File: config.mk
export PLATFORM = sky130hd
export DESIGN_NAME = operand_capture_flat
export DESIGN_NICKNAME = d
export VERILOG_FILES = /design/src/rtl/operand_capture_if.sv /design/src/rtl/operand_capture.sv /design/src/flat_wrapper.sv
export SDC_FILE = /design/constraint.sdc
export NUM_CORES = 1
export LEC_CHECK = 0
export BUFFER_PORTS_ARGS = -buffer_cell sky130_fd_sc_hd__buf_4
export CORE_UTILIZATION = 52
export CTS_CLUSTER_SIZE = 40
export DETAILED_ROUTE_END_ITERATION = 7
export GPL_ROUTABILITY_DRIVEN = 0
export PLACE_DENSITY = 0.71
export SETUP_SLACK_MARGIN = 0.02
export SLEW_MARGIN = 15
export SYNTH_ARGS = -nofsm -noshare
export SYNTH_HDL_FRONTEND = slang
export SYNTH_SLANG_ARGS = --single-unit
File: constraint.sdc
create_clock -name clk -period 3 [get_ports clk]
set_input_delay 0.6 -clock clk [delete_from_list [all_inputs] [get_ports clk]]
set_output_delay 0.6 -clock clk [all_outputs]
set_load 0.005 [all_outputs]
File: src/rtl/operand_capture_if.sv
// Operand-capture bus: switch/button inputs and operand/status outputs.
interface operand_capture_if;
    logic [1:0] sw;
    logic       btn;
    logic       a1;
    logic       a0;
    logic       b1;
    logic       b0;
    logic       valid;
    logic       load_a_led;
    logic       load_b_led;

    modport master (
        output sw, btn,
        input  a1, a0, b1, b0, valid, load_a_led, load_b_led
    );

    modport slave (
        input  sw, btn,
        output a1, a0, b1, b0, valid, load_a_led, load_b_led
    );
endinterface

File: src/rtl/operand_capture.sv
// Captures two 2-bit operands from slide switches on debounced button presses.
// Optional macro HOLD_TIMEOUT_EN adds an auto-clear after SHOW_TIMEOUT cycles in SHOW.
module operand_capture #(
    parameter int DEBOUNCE_CYCLES = 500000,
    parameter int SHOW_TIMEOUT    = 50000000
) (
    input  logic             clk,
    input  logic             rst_n,
    operand_capture_if.slave bus
);
    localparam int CW = $clog2(DEBOUNCE_CYCLES);
    localparam logic [CW-1:0] CNT_LAST = CW'(DEBOUNCE_CYCLES - 1);

    if (DEBOUNCE_CYCLES < 2) begin : g_bad_debounce
        $error("DEBOUNCE_CYCLES must be at least 2");
    end
    if (SHOW_TIMEOUT < 1) begin : g_bad_timeout
        $error("SHOW_TIMEOUT must be at least 1");
    end

    typedef enum logic [1:0] {LOAD_A, LOAD_B, SHOW} state_t;

    state_t        state, state_nxt;
    logic [1:0]    sw_p0, sw_p1;
    logic          btn_p0, btn_p1;
    logic          btn_db;
    logic [CW-1:0] db_cnt;
    logic          press;
    logic          expire;
    logic [1:0]    a_q, b_q, a_nxt, b_nxt;

    // Stage p0/p1: two-flop synchronizers for the asynchronous board inputs
    always_ff @(posedge clk or negedge rst_n) begin
        if (!rst_n) begin
            sw_p0  <= '0;
            sw_p1  <= '0;
            btn_p0 <= 1'b0;
            btn_p1 <= 1'b0;
        end else begin
            sw_p0  <= bus.sw;
            sw_p1  <= sw_p0;
            btn_p0 <= bus.btn;
            btn_p1 <= btn_p0;
        end
    end

    // Debounce: level flips only after DEBOUNCE_CYCLES consecutive differing samples
    always_ff @(posedge clk or negedge rst_n) begin
        if (!rst_n) begin
            btn_db <= 1'b0;
            db_cnt <= '0;
        end else if (btn_p1 == btn_db) begin
            db_cnt <= '0;
        end else if (db_cnt == CNT_LAST) begin
            btn_db <= btn_p1;
            db_cnt <= '0;
        end else begin
            db_cnt <= db_cnt + 1'b1;
        end
    end

    // Press fires combinationally on the edge where the debounced level rises
    assign press = btn_p1 && !btn_db && (db_cnt == CNT_LAST);

`ifdef HOLD_TIMEOUT_EN
    localparam int TW = $clog2(SHOW_TIMEOUT + 1);
    localparam logic [TW-1:0] TMO_LAST = TW'(SHOW_TIMEOUT - 1);

    logic [TW-1:0] tmo_cnt;

    always_ff @(posedge clk or negedge rst_n) begin
        if (!rst_n) begin
            tmo_cnt <= '0;
        end else if (state == SHOW && state_nxt == SHOW) begin
            tmo_cnt <= tmo_cnt + 1'b1;
        end else begin
            tmo_cnt <= '0;
        end
    end

    assign expire = (state == SHOW) && (tmo_cnt == TMO_LAST);
`else
    assign expire = 1'b0;
`endif

    always_ff @(posedge clk or negedge rst_n) begin
        if (!rst_n) begin
            state <= LOAD_A;
            a_q   <= '0;
            b_q   <= '0;
        end else begin
            state <= state_nxt;
            a_q   <= a_nxt;
            b_q   <= b_nxt;
        end
    end

    always_comb begin
        state_nxt = state;
        a_nxt     = a_q;
        b_nxt     = b_q;
        case (state)
            LOAD_A: begin
                if (press) begin
                    a_nxt     = sw_p1;
                    state_nxt = LOAD_B;
                end
            end
            LOAD_B: begin
                if (press) begin
                    b_nxt     = sw_p1;
                    state_nxt = SHOW;
                end
            end
            SHOW: begin
                // A press in SHOW restarts the sequence and doubles as the A load
                if (press) begin
                    a_nxt     = sw_p1;
                    b_nxt     = '0;
                    state_nxt = LOAD_B;
                end else if (expire) begin
                    a_nxt     = '0;
                    b_nxt     = '0;
                    state_nxt = LOAD_A;
                end
            end
            default: begin
                a_nxt     = '0;
                b_nxt     = '0;
                state_nxt = LOAD_A;
            end
        endcase
    end

    assign bus.a1         = a_q[1];
    assign bus.a0         = a_q[0];
    assign bus.b1         = b_q[1];
    assign bus.b0         = b_q[0];
    assign bus.valid      = (state == SHOW);
    assign bus.load_a_led = (state == LOAD_A);
    assign bus.load_b_led = (state == LOAD_B);
endmodule

File: src/flat_wrapper.sv
// flat-port wrapper written by rule: the top's interface ports become plain ports
module operand_capture_flat 
#(
    parameter int DEBOUNCE_CYCLES = 500000,
    parameter int SHOW_TIMEOUT    = 50000000
)
  (clk, rst_n, bus_sw, bus_btn, bus_a1, bus_a0, bus_b1, bus_b0, bus_valid, bus_load_a_led, bus_load_b_led);
  operand_capture_if bus_i ();
  input  logic clk;
  input  logic rst_n;
  input wire logic [$bits(bus_i.sw)-1:0] bus_sw;
  input wire logic [$bits(bus_i.btn)-1:0] bus_btn;
  output wire logic [$bits(bus_i.a1)-1:0] bus_a1;
  output wire logic [$bits(bus_i.a0)-1:0] bus_a0;
  output wire logic [$bits(bus_i.b1)-1:0] bus_b1;
  output wire logic [$bits(bus_i.b0)-1:0] bus_b0;
  output wire logic [$bits(bus_i.valid)-1:0] bus_valid;
  output wire logic [$bits(bus_i.load_a_led)-1:0] bus_load_a_led;
  output wire logic [$bits(bus_i.load_b_led)-1:0] bus_load_b_led;
  assign bus_i.sw = bus_sw;
  assign bus_i.btn = bus_btn;
  assign bus_a1 = bus_i.a1;
  assign bus_a0 = bus_i.a0;
  assign bus_b1 = bus_i.b1;
  assign bus_b0 = bus_i.b0;
  assign bus_valid = bus_i.valid;
  assign bus_load_a_led = bus_i.load_a_led;
  assign bus_load_b_led = bus_i.load_b_led;
  operand_capture #(.DEBOUNCE_CYCLES(DEBOUNCE_CYCLES), .SHOW_TIMEOUT(SHOW_TIMEOUT)) u_core (.clk(clk), .rst_n(rst_n), .bus(bus_i));
endmodule
Word level (Yosys, flattened, before mapping)
Index checks and enable logic that the tools add are counted.
{"block": "classes", "addsub": 1, "eq_ne": 7, "n_mux": 9, "bitwise_logic": 3, "n_reduce_logical": 9}
{"operator": "$mux 19", "n": 2}
{"operator": "$add 19x1->19 const B", "n": 1}
{"operator": "$eq 19x19->1 const B", "n": 1}
{"operator": "$mux 2", "n": 4}
{"operator": "$pmux 2 s2", "n": 2}
{"operator": "$ne 2x1->1 const B", "n": 3}
{"operator": "$pmux 2 s3", "n": 1}
{"operator": "$reduce_and 2->1", "n": 3}
{"operator": "$not 1->1", "n": 3}
{"operator": "$reduce_and 3->1", "n": 1}
{"operator": "$eq 2x1->1 const B", "n": 1}
{"operator": "$eq 2x2->1 const B", "n": 1}
{"operator": "$logic_and 1x1->1", "n": 2}
{"operator": "$logic_not 2->1", "n": 1}
{"operator": "$reduce_or 2->1", "n": 1}
{"operator": "$eq 1x1->1", "n": 1}
{"operator": "$logic_not 1->1", "n": 1}
{"block": "totals", "ff_bits": 32, "input_bits": 5, "out_inout_bits": 7, "word_cells": 38}

Depth between registers and ports, before layout
Gate-level depths: netlist of the first run.
{"block": "logic_depth", "ltp_word": 5, "ltp_mapped": 7, "mapped_depth_nobuf": 5}

Worst setup path after synthesis of the first run
Ideal clock, no wire load.
{"block": "synth_timing", "path_kind": "flip-flop to flip-flop", "from": "register u_core.db_cnt[11]", "to": "register u_core.state[1]", "setup_ps": 125, "t_arrival_ps": 2196, "required_time_ps": 2875, "setup_slack_ps": 679, "path_stages_with_launch": 7, "n_path_buf": 2, "period_less_slack_ps": 2321, "cell_sequence": "dfrtp_1 or4_1 or4_1 buf_2 or2_1 buf_6 mux2_4"}
{"block": "synth_between", "elab_chain_cells": 4}
{"element": "start: declaration", "line_no": "operand_capture.sv:27", "text": "logic [CW-1:0] db_cnt;"}
{"element": "start signal: assignment", "line_no": "operand_capture.sv:58", "text": "db_cnt <= db_cnt + 1'b1;"}
{"element": "$eq 19x19->1 (*)", "line_no": "operand_capture.sv:63", "text": "assign press = btn_p1 && !btn_db && (db_cnt == CNT_LAST);"}
{"element": "$logic_and 1x1->1 (*)", "line_no": "operand_capture.sv:63"}
{"element": "$ne 2x1->1 (no source line)"}
{"element": "$reduce_and 2->1 (no source line) (*)"}
{"element": "end signal: assignment", "line_no": "operand_capture.sv:92", "text": "state <= state_nxt;"}
{"element": "end: declaration", "line_no": "operand_capture.sv:23", "text": "state_t state, state_nxt;"}
Every way passes the cells marked *; elsewhere a longest branch is shown, timed or not.
A chain may end at the register's enable or synchronous reset.

Final worst setup path of the first run
Ends and elaborated chain as after synthesis.

==> results of run 1 <==
[layer usage]
metal	global-route usage, %	part of all wire, %	vias to the layer above
li1	-	-	532
met1	27.4	45	538
met2	31.7	48	27
met3	6.79	3.8	10
met4	10.7	2.9	0
met5	0	0	-
[per-stage QoR]
step / cell area, um2 / setup WS (ns) / util, % / std cells / total power, mW
CTS: 1620 / 0.537 / 62.6 / 187 / 0.700
global route: 1620 / 0.430 / 62.6 / 187 / 0.727
finish: 1620 / 0.534 / 62.6 / 187 / 0.692
floorplan: 1480 / 0.679 / - / 143 / 0.462
global placement: 1580 / 0.626 / 60.8 / 180 / 0.478
detailed placement: 1580 / 0.556 / 60.8 / 180 / 0.479
[power by group]
group          internal, mW  switching (mW)
clock network        0.0861           0.137
registers             0.438         0.00481
logic               0.00889          0.0169
[sequential cells by signal, summed over array words and instances (netlist names)]
register / flops
u_core.sw_p0: 2
u_core.b_q: 2
u_core.btn_p0: 1
u_core.state: 2
u_core.btn_p1: 1
u_core.btn_db: 1
u_core.db_cnt: 19
u_core.a_q: 2
u_core.sw_p1: 2
[kinds of logic after synthesis]
| group | share of synthesized area, % |
|---|---|
| and+or+nand+nor | 21.6 |
| DFF | 54.2 |
| AOI/OAI and AO/OA | 10.1 |
| xor gates and xnor gates | 7.12 |
| buffers and inverters | 3.47 |
| muxes | 1.78 |
| adders and majority gates | 1.69 |
[cells in the final DEF, fill, tap and decap left out, drive strengths merged]
cell type	netlist	layout
buf	3	12
nand3	9	9
or4	4	4
nor2	18	18
ha	2	2
clkbuf	2	6
or4b	1	1
mux2	2	2
o31ai	2	2
nand3b	1	1
o311ai	2	2
and4	2	2
nand2	13	13
or2	1	1
and3	1	1
xor2	7	7
inv	6	6
o211ai	4	4
or3	4	4
nor4	2	2
dfrtp	32	32
nor3	2	2
a21oi	5	5
nand4	4	4
xnor2	5	5
o221ai	2	2
o21ai	5	5
o21bai	1	1
and2	1	1
clkinv	0	1
[area by class of cell]
type	count	area [um2]	area share [%]
Sequential cell	32	801	49.4
Multi-Input combinational cell	100	624	38.5
Timing Repair Buffer	12	90.1	5.56
Clock buffer	6	41.3	2.55
Tap cell	30	37.5	2.31
Inverter	6	22.5	1.39
Clock inverter	1	5.00	0.309
[worst max-delay path, stage by stage, from the launching register on]
cell	delay [ns]
dfrtp_1	0.44
or4_1	0.53
or4_1	0.68
or2_1	0.38
mux2_4	0.32
[final timing paths]
path / start / end / cells after the start
worst max-delay path: u_core.db_cnt[11]$_DFF_PN0_ / u_core.state[1]$_DFFE_PN0P_ / 4
worst min-delay path: rst_n / u_core.db_cnt[16]$_DFF_PN0_ / 1
worst max register to register: u_core.db_cnt[11]$_DFF_PN0_ / u_core.state[1]$_DFFE_PN0P_ / 4
worst min register to register: u_core.sw_p0[0]$_DFF_PN0_ / u_core.sw_p1[0]$_DFF_PN0_ / 0
max in group asynchronous: rst_n / u_core.db_cnt[1]$_DFF_PN0_ / 1
min in group clk: u_core.sw_p0[0]$_DFF_PN0_ / u_core.sw_p1[0]$_DFF_PN0_ / 0
==> impl_metrics.tcl, run 1 <==
set metrics [dict create \
    outcome "completed" \
    finalSetupTns_ns 0 \
    syn_area_um2 1480 \
    reg2reg_slack_ns 0.53 \
    clk_path_buf_depth 2 \
    netlist.area_leader.share_pct 54.2 \
    final_antenna_net_count 0 \
    skew_ns 0.00397 \
    ctsResizeCount 0 \
    path_max_fanout 8 \
    yosysMostFrequentCell "dfrtp_1" \
    drc_errors 0 \
    postSynthAreaPerCell_um2 10.3 \
    ys_async_sr_fraction_pct 100 \
    worstSkewPairLatency_ns 0.33 \
    yosysWarnings 0 \
    fin_hold_ws_ns 0.181 \
    cts_sinks 32 \
    cts_setup_buffers 0 \
    drv_cap 0 \
    vias 1107 \
    report.final.slew_viol_count 0 \
    dieArea_um2 3060 \
    synth_largest_area_cell "dfrtp_1" \
    wire_per_inst_um 14.5 \
    fill_cells 213 \
    cts_tree "done" \
    synth_common_cells "dfrtp_1 (32), nor2_1 (18), nand2_1 (13)" \
    ir_drop_mv 0.425 \
    cts_hold_buf 0 \
    die_width_um 55.3 \
    grt_max_degree 33 \
    fin_crit_ns 2.47 \
    numCtsBuffers 5 \
    viasPerCell 5.92 \
    drt_iter0_drc 30 \
    htree_num_levels 2 \
    worstSetupPathType "flop to flop" \
    area_growth_pct 9.83 \
    synth_fp_nets 150 \
    final.period_utilization_pct 82.2 \
    slew_headroom_pct 73.0 \
    cp-end-kind "flop" \
    row_count 18 \
    synth-edff-count 0 \
    synth_cells 143 \
    nets 164 \
    hold_violations 0 \
    ys_seq_area_share_pct 54.2 \
    grt.overflow.total 0 \
    required_ns 3.22 \
    start_util_pct 57.0 \
    synth_cell_types 32 \
    grt_pass1_vias 1110 \
    fmax_mhz 406 \
    finalSetupViolCount 0 \
    wl_mm 2.71 \
    ys_ff_latch 32 \
    grt_pass1_wl_mm 4.93 \
    grtUsageTotal_pct 21.1 \
    coreArea_um2 2590 \
    n_antenna_cell 0 \
    hpwl_mm 1.90 \
    die_height_um 55.3 \
    hp-class "primary input to async pin" \
    worst_pin_slew_ns 0.404 \
    io_buffers 11 \
    synth-main-ff-cell "dfrtp_1" \
    rsz0062_at_grt "false" \
    io_pins 12 \
    cts_root_buf "clkbuf_4" \
    critPathLaunchType "flop" \
    layout-drive-gt1-share_pct 14.6 \
    synth.area.top_cells "dfrtp_1 (54%), nor2_1 (4.6%), xor2_1 (4.2%), nand2_1 (3.3%), nand3_1 (3.1%)" \
    arrival_ns 2.69 \
    antenna_found_initial 0 \
    power_density_nw_per_um2 427 \
    p_leak_nw 0.691 \
    first_pass_iters 4 \
    clk_pin_slew_worst_paths_ns 0.09 \
]
Power figures use the tool's default switching activity.
==> run 2, diff against run 1 <==
- clock period: 3 -> 2.5 ns (I/O delays scaled with it)
==> run 2 against run 1 <==
Combinational power grew 21%. Worst setup slack worse by 0.37 ns. Clock power grew 17%. Non-clock buffer count up 1. Flip-flop and latch count is the same. Wire length decreased by 5.1%. Sequential power rose by 20%. Register-to-register slack worse by 0.37 ns.
==> impl_metrics.tcl, run 2 (synthesis gave the netlist of run 1 again) <==
set metrics [dict create \
    wire_per_inst_um 13.6 \
    final.period_utilization_pct 93.5 \
    viasPerCell 5.69 \
    p_seq_share_pct 64.6 \
    layout-drive-gt1-share_pct 15.2 \
    row_count 18 \
    fmax_mhz 428 \
    drc_errors 0 \
    first_pass_iters 4 \
    n_antenna_cell 0 \
    drv_cap 0 \
    finalInstanceArea_um2 1630 \
    p_sw_mw 0.184 \
    hold_violations 0 \
    dp_slack_ns 0.180 \
    grt.overflow.total 0 \
    nets 165 \
    finalSetupViolCount 0 \
    reg2reg_slack_ns 0.16 \
    endpoint "u_core.state[1]$_DFFE_PN0P_" \
    final_antenna_net_count 0 \
    outcome "completed" \
    required_ns 2.72 \
    antenna_found_initial 0 \
    vias 1069 \
    die_width_um 55.3 \
    cp_slowest_stage_delay_ns 0.61 \
    p_leak_nw 0.695 \
    p_comb_share_pct 3.8 \
    final_cell_mix "dfrtp_1 (32), nor2_1 (18), nand2_1 (13), buf_4 (13), nand3_1 (9)" \
    crit_start "u_core.db_cnt[11]$_DFF_PN0_" \
    worstPathCellList "or4_1 > or4_1 > or2_1 > mux2_4" \
    hpwl_mm 1.81 \
    largest_register_ffs 19 \
    cp_slowest_cell "or4_1" \
    start_util_pct 57.0 \
    wl_mm 2.57 \
    htree_num_levels 2 \
    coreArea_um2 2590 \
    cts_tree "done" \
    drt_iter0_drc 19 \
    rsz0062_at_grt "false" \
    fill_cells 221 \
    die_height_um 55.3 \
    seqCellArea_um2 801 \
    fin_crit_ns 2.34 \
    critPathLaunchType "flop" \
    multi_input_area_um2 624 \
    r2r-end "u_core.state[1]$_DFFE_PN0P_" \
    fin_hold_ws_ns 0.0913 \
    cts_root_buf "clkbuf_4" \
    cp-end-kind "flop" \
    clk_pin_slew_worst_paths_ns 0.09 \
    crit_top_cell "or4_1" \
    worstSetupPathType "flop to flop" \
    io_buffers 11 \
    setup_ws_ns 0.162 \
    path_max_fanout 6 \
    skew_ns 0.00660 \
    arrival_ns 2.55 \
    slew_headroom_pct 72.2 \
    io_pins 12 \
    swShare_pct 22.3 \
    dieArea_um2 3060 \
    area_growth_pct 10.3 \
    internal_power_mw 0.640 \
    grt_pass1_wl_mm 4.49 \
    reg2regPathDepth 4 \
    hp-class "primary input to async pin" \
    place_area_um2 1580 \
    worst_pin_slew_ns 0.415 \
    cts_hold_buf 0 \
    numCtsBuffers 5 \
    regMostFlops "u_core.db_cnt" \
    cts_sinks 32 \
    cts_setup_buffers 0 \
    report.final.slew_viol_count 0 \
    worstSkewPairLatency_ns 0.32 \
    clk_path_buf_depth 2 \
    power_density_nw_per_um2 506 \
    finalSetupTns_ns 0 \
    clockPowerShare_pct 31.6 \
    grt_pass1_vias 1032 \
    grt_max_degree 33 \
    ctsResizeCount 0 \
    final_util_pct 62.9 \
    rr_startpoint "u_core.db_cnt[11]$_DFF_PN0_" \
    ir_drop_mv 0.397 \
    layout_commonest_cell "dfrtp_1" \
    grtUsageTotal_pct 19.1 \
]
## run 2: worst min-delay path by stage
stage / from / endpoint / slack (ns) / depth (start not counted)
global placement: u_core.sw_p0[1]$_DFF_PN0_ / u_core.sw_p1[1]$_DFF_PN0_ / 0.33 / 0
CTS: rst_n / u_core.db_cnt[4]$_DFF_PN0_ / 0.1 / 1
floorplan: rst_n / u_core.a_q[0]$_DFFE_PN0P_ / 0.20 / 0
global route: rst_n / u_core.db_cnt[13]$_DFF_PN0_ / 0.12 / 1
detailed placement: u_core.sw_p0[0]$_DFF_PN0_ / u_core.sw_p1[0]$_DFF_PN0_ / 0.33 / 0
finish: rst_n / u_core.db_cnt[15]$_DFF_PN0_ / 0.09 / 1
## run 2: cell type report
cell class,count,share of cell area (%)
Clock buffer,6,2.53
Clock inverter,1,0.307
Inverter,6,1.38
Multi-Input combinational cell,100,38.3
Sequential cell,32,49.2
Tap cell,30,2.30
Timing Repair Buffer,13,5.99
## run 2: critical path: cells and delay by family, from the launching register on
kind          cells  cell delay, ns
simple gates      3            1.48
mux               1            0.32
flops             1            0.43
## run 2: power by group through the flow
stage	Combinational, mW	Clock, mW	Sequential [mW]
6_report	0.0311	0.261	0.532
5_1_grt	0.0365	0.295	0.533
4_1_cts	0.0322	0.274	0.532
3_5_place_dp	0.0322	0	0.542
3_3_place_gp	0.0314	0	0.542
2_1_floorplan	0.0134	0	0.541
## run 2: stage by stage
| stage | cells | total power [mW] |
|---|---|---|
| after floorplan | 143 | 0.554 |
| after global placement | 181 | 0.573 |
| after detailed placement | 181 | 0.575 |
| after CTS | 188 | 0.839 |
| after global routing | 188 | 0.865 |
| final | 188 | 0.824 |
## run 2: per-layer routing
layer / up-vias / GRT usage (%) / share of wire, %
met4: 0 / 8.57 / 1.5
met1: 512 / 24.6 / 48
met5: - / 0 / 0
li1: 537 / - / -
met3: 4 / 5.85 / 3.5
met2: 16 / 29.6 / 46
==> run 3, diff against run 2 <==
- CTS_BUF_LIST: unset -> sky130_fd_sc_hd__clkbuf_8
==> run 3 against run 2 <==
Sequential power barely moved. Sequential share of layout area decreased by 0.93 points. Combinational power hardly changed. Critical path depth unchanged. Utilization grew 1.2 points. Global-route usage shrank 0.40 points. Wire length decreased by 1.1%. Flip-flop and latch count did not move. Largest cell class unchanged.
==> impl_metrics.tcl, run 3 (synthesis gave the netlist of run 1 again) <==
set metrics [dict create \
    hp-class "primary input to async pin" \
    p_leak_nw 0.712 \
    worstSetupPathType "flop to flop" \
    cts_setup_buffers 0 \
    row_count 18 \
    slew_headroom_pct 72.2 \
    final_cells 188 \
    hpwl_mm 1.81 \
    htree_num_levels 2 \
    grtUsageTotal_pct 18.7 \
    die_width_um 55.3 \
    clk_path_buf_depth 2 \
    antenna_found_initial 0 \
    wl_mm 2.54 \
    rsz0062_at_grt "false" \
    cts_tree "done" \
    cp-end-kind "flop" \
    grt_pass1_vias 1035 \
    grt.overflow.total 0 \
    regMostFlops "u_core.db_cnt" \
    clk_pin_slew_worst_paths_ns 0.06 \
    rr_startpoint "u_core.db_cnt[11]$_DFF_PN0_" \
    dp_cells 181 \
    worstSkewPairLatency_ns 0.27 \
    wire_per_inst_um 13.5 \
    fmax_mhz 428 \
    path_buf_inv 0 \
    finalSetupTns_ns 0 \
    reg2reg_slack_ns 0.16 \
    p_total_mw 0.918 \
    first_pass_iters 4 \
    drc_errors 0 \
    finalSetupViolCount 0 \
    io_pins 12 \
    io_buffers 11 \
    worst_pin_slew_ns 0.415 \
    n_antenna_cell 0 \
    final_antenna_net_count 0 \
    drt_iter0_drc 24 \
    final_cell_mix "dfrtp_1 (32), nor2_1 (18), nand2_1 (13), buf_4 (13), nand3_1 (9)" \
    worstPathCellList "or4_1 > or4_1 > or2_1 > mux2_4" \
    reg2regPathDepth 4 \
    layout_commonest_cell "dfrtp_1" \
    endpoint "u_core.state[1]$_DFFE_PN0P_" \
    skew_ns 0.00401 \
    crit_family "simple AND/OR/NAND/NOR gates" \
    start_util_pct 57.0 \
    critPathLaunchType "flop" \
    dieArea_um2 3060 \
    grt_max_degree 33 \
    final.period_utilization_pct 93.4 \
    crit_top_cell "or4_1" \
    cts_sinks 32 \
    nets 165 \
    cts_root_buf "clkbuf_8" \
    fin_crit_ns 2.34 \
    fin_hold_ws_ns 0.146 \
    layout-drive-gt1-share_pct 15.2 \
    area_growth_pct 12.5 \
    die_height_um 55.3 \
    fill_cells 214 \
    arrival_ns 2.50 \
    path_depth 4 \
    ctsResizeCount 0 \
    vias 1082 \
    ir_drop_mv 0.508 \
    r2r-end "u_core.state[1]$_DFFE_PN0P_" \
    coreArea_um2 2590 \
    cp_slowest_stage_delay_ns 0.61 \
    largest_register_ffs 19 \
    hold_violations 0 \
    grt_pass1_wl_mm 4.46 \
    power_density_nw_per_um2 553 \
    crit_start "u_core.db_cnt[11]$_DFF_PN0_" \
    cp_slowest_cell "or4_1" \
    numCtsBuffers 5 \
    outcome "completed" \
    drv_cap 0 \
    cts_hold_buf 0 \
    path_max_fanout 6 \
    report.final.slew_viol_count 0 \
    required_ns 2.66 \
    viasPerCell 5.76 \
]
[run 3: final cells by class]
class / instances / area [um2] / area share, %
Sequential cell: 32 / 801 / 48.2
Multi-Input combinational cell: 100 / 624 / 37.6
Timing Repair Buffer: 13 / 97.6 / 5.88
Clock buffer: 5 / 68.8 / 4.14
Tap cell: 30 / 37.5 / 2.26
Inverter: 6 / 22.5 / 1.36
Clock inverter: 2 / 8.76 / 0.528
[run 3: worst min-delay path by stage]
stage	to	cells past startpoint	from	slack, ns
final	u_core.db_cnt[15]$_DFF_PN0_	1	rst_n	0.15
after global routing	u_core.db_cnt[13]$_DFF_PN0_	1	rst_n	0.19
after CTS	u_core.db_cnt[15]$_DFF_PN0_	1	rst_n	0.16
after detailed placement	u_core.sw_p1[0]$_DFF_PN0_	0	u_core.sw_p0[0]$_DFF_PN0_	0.33
after global placement	u_core.sw_p1[1]$_DFF_PN0_	0	u_core.sw_p0[1]$_DFF_PN0_	0.33
after floorplan	u_core.a_q[0]$_DFFE_PN0P_	0	rst_n	0.20
[run 3: through the flow]
stage | utilization, % | instance area [um2] | worst slack (ns)
floorplan | - | 1480 | 0.179
global placement | 61.1 | 1580 | 0.213
detailed placement | 61.1 | 1580 | 0.180
CTS | 64.1 | 1660 | 0.169
global route | 64.1 | 1660 | 0.0486
finish | 64.1 | 1660 | 0.165
[run 3: power breakdown]
group | leakage, nW | switching (mW) | total, mW | internal, mW
Combinational | 0.236 | 0.0203 | 0.0311 | 0.0108
Sequential | 0.431 | 0.00605 | 0.533 | 0.527
Clock | 0.0452 | 0.169 | 0.354 | 0.184
Total | 0.712 | 0.195 | 0.918 | 0.722
[run 3: metal layers]
| metal | share of wire (%) | track usage [%] | vias up |
|---|---|---|---|
| met5 | 0 | 0 | - |
| met3 | 3.6 | 4.45 | 6 |
| met4 | 2.0 | 8.57 | 0 |
| met2 | 46 | 29.4 | 21 |
| met1 | 48 | 24.5 | 518 |
| li1 | - | - | 537 |
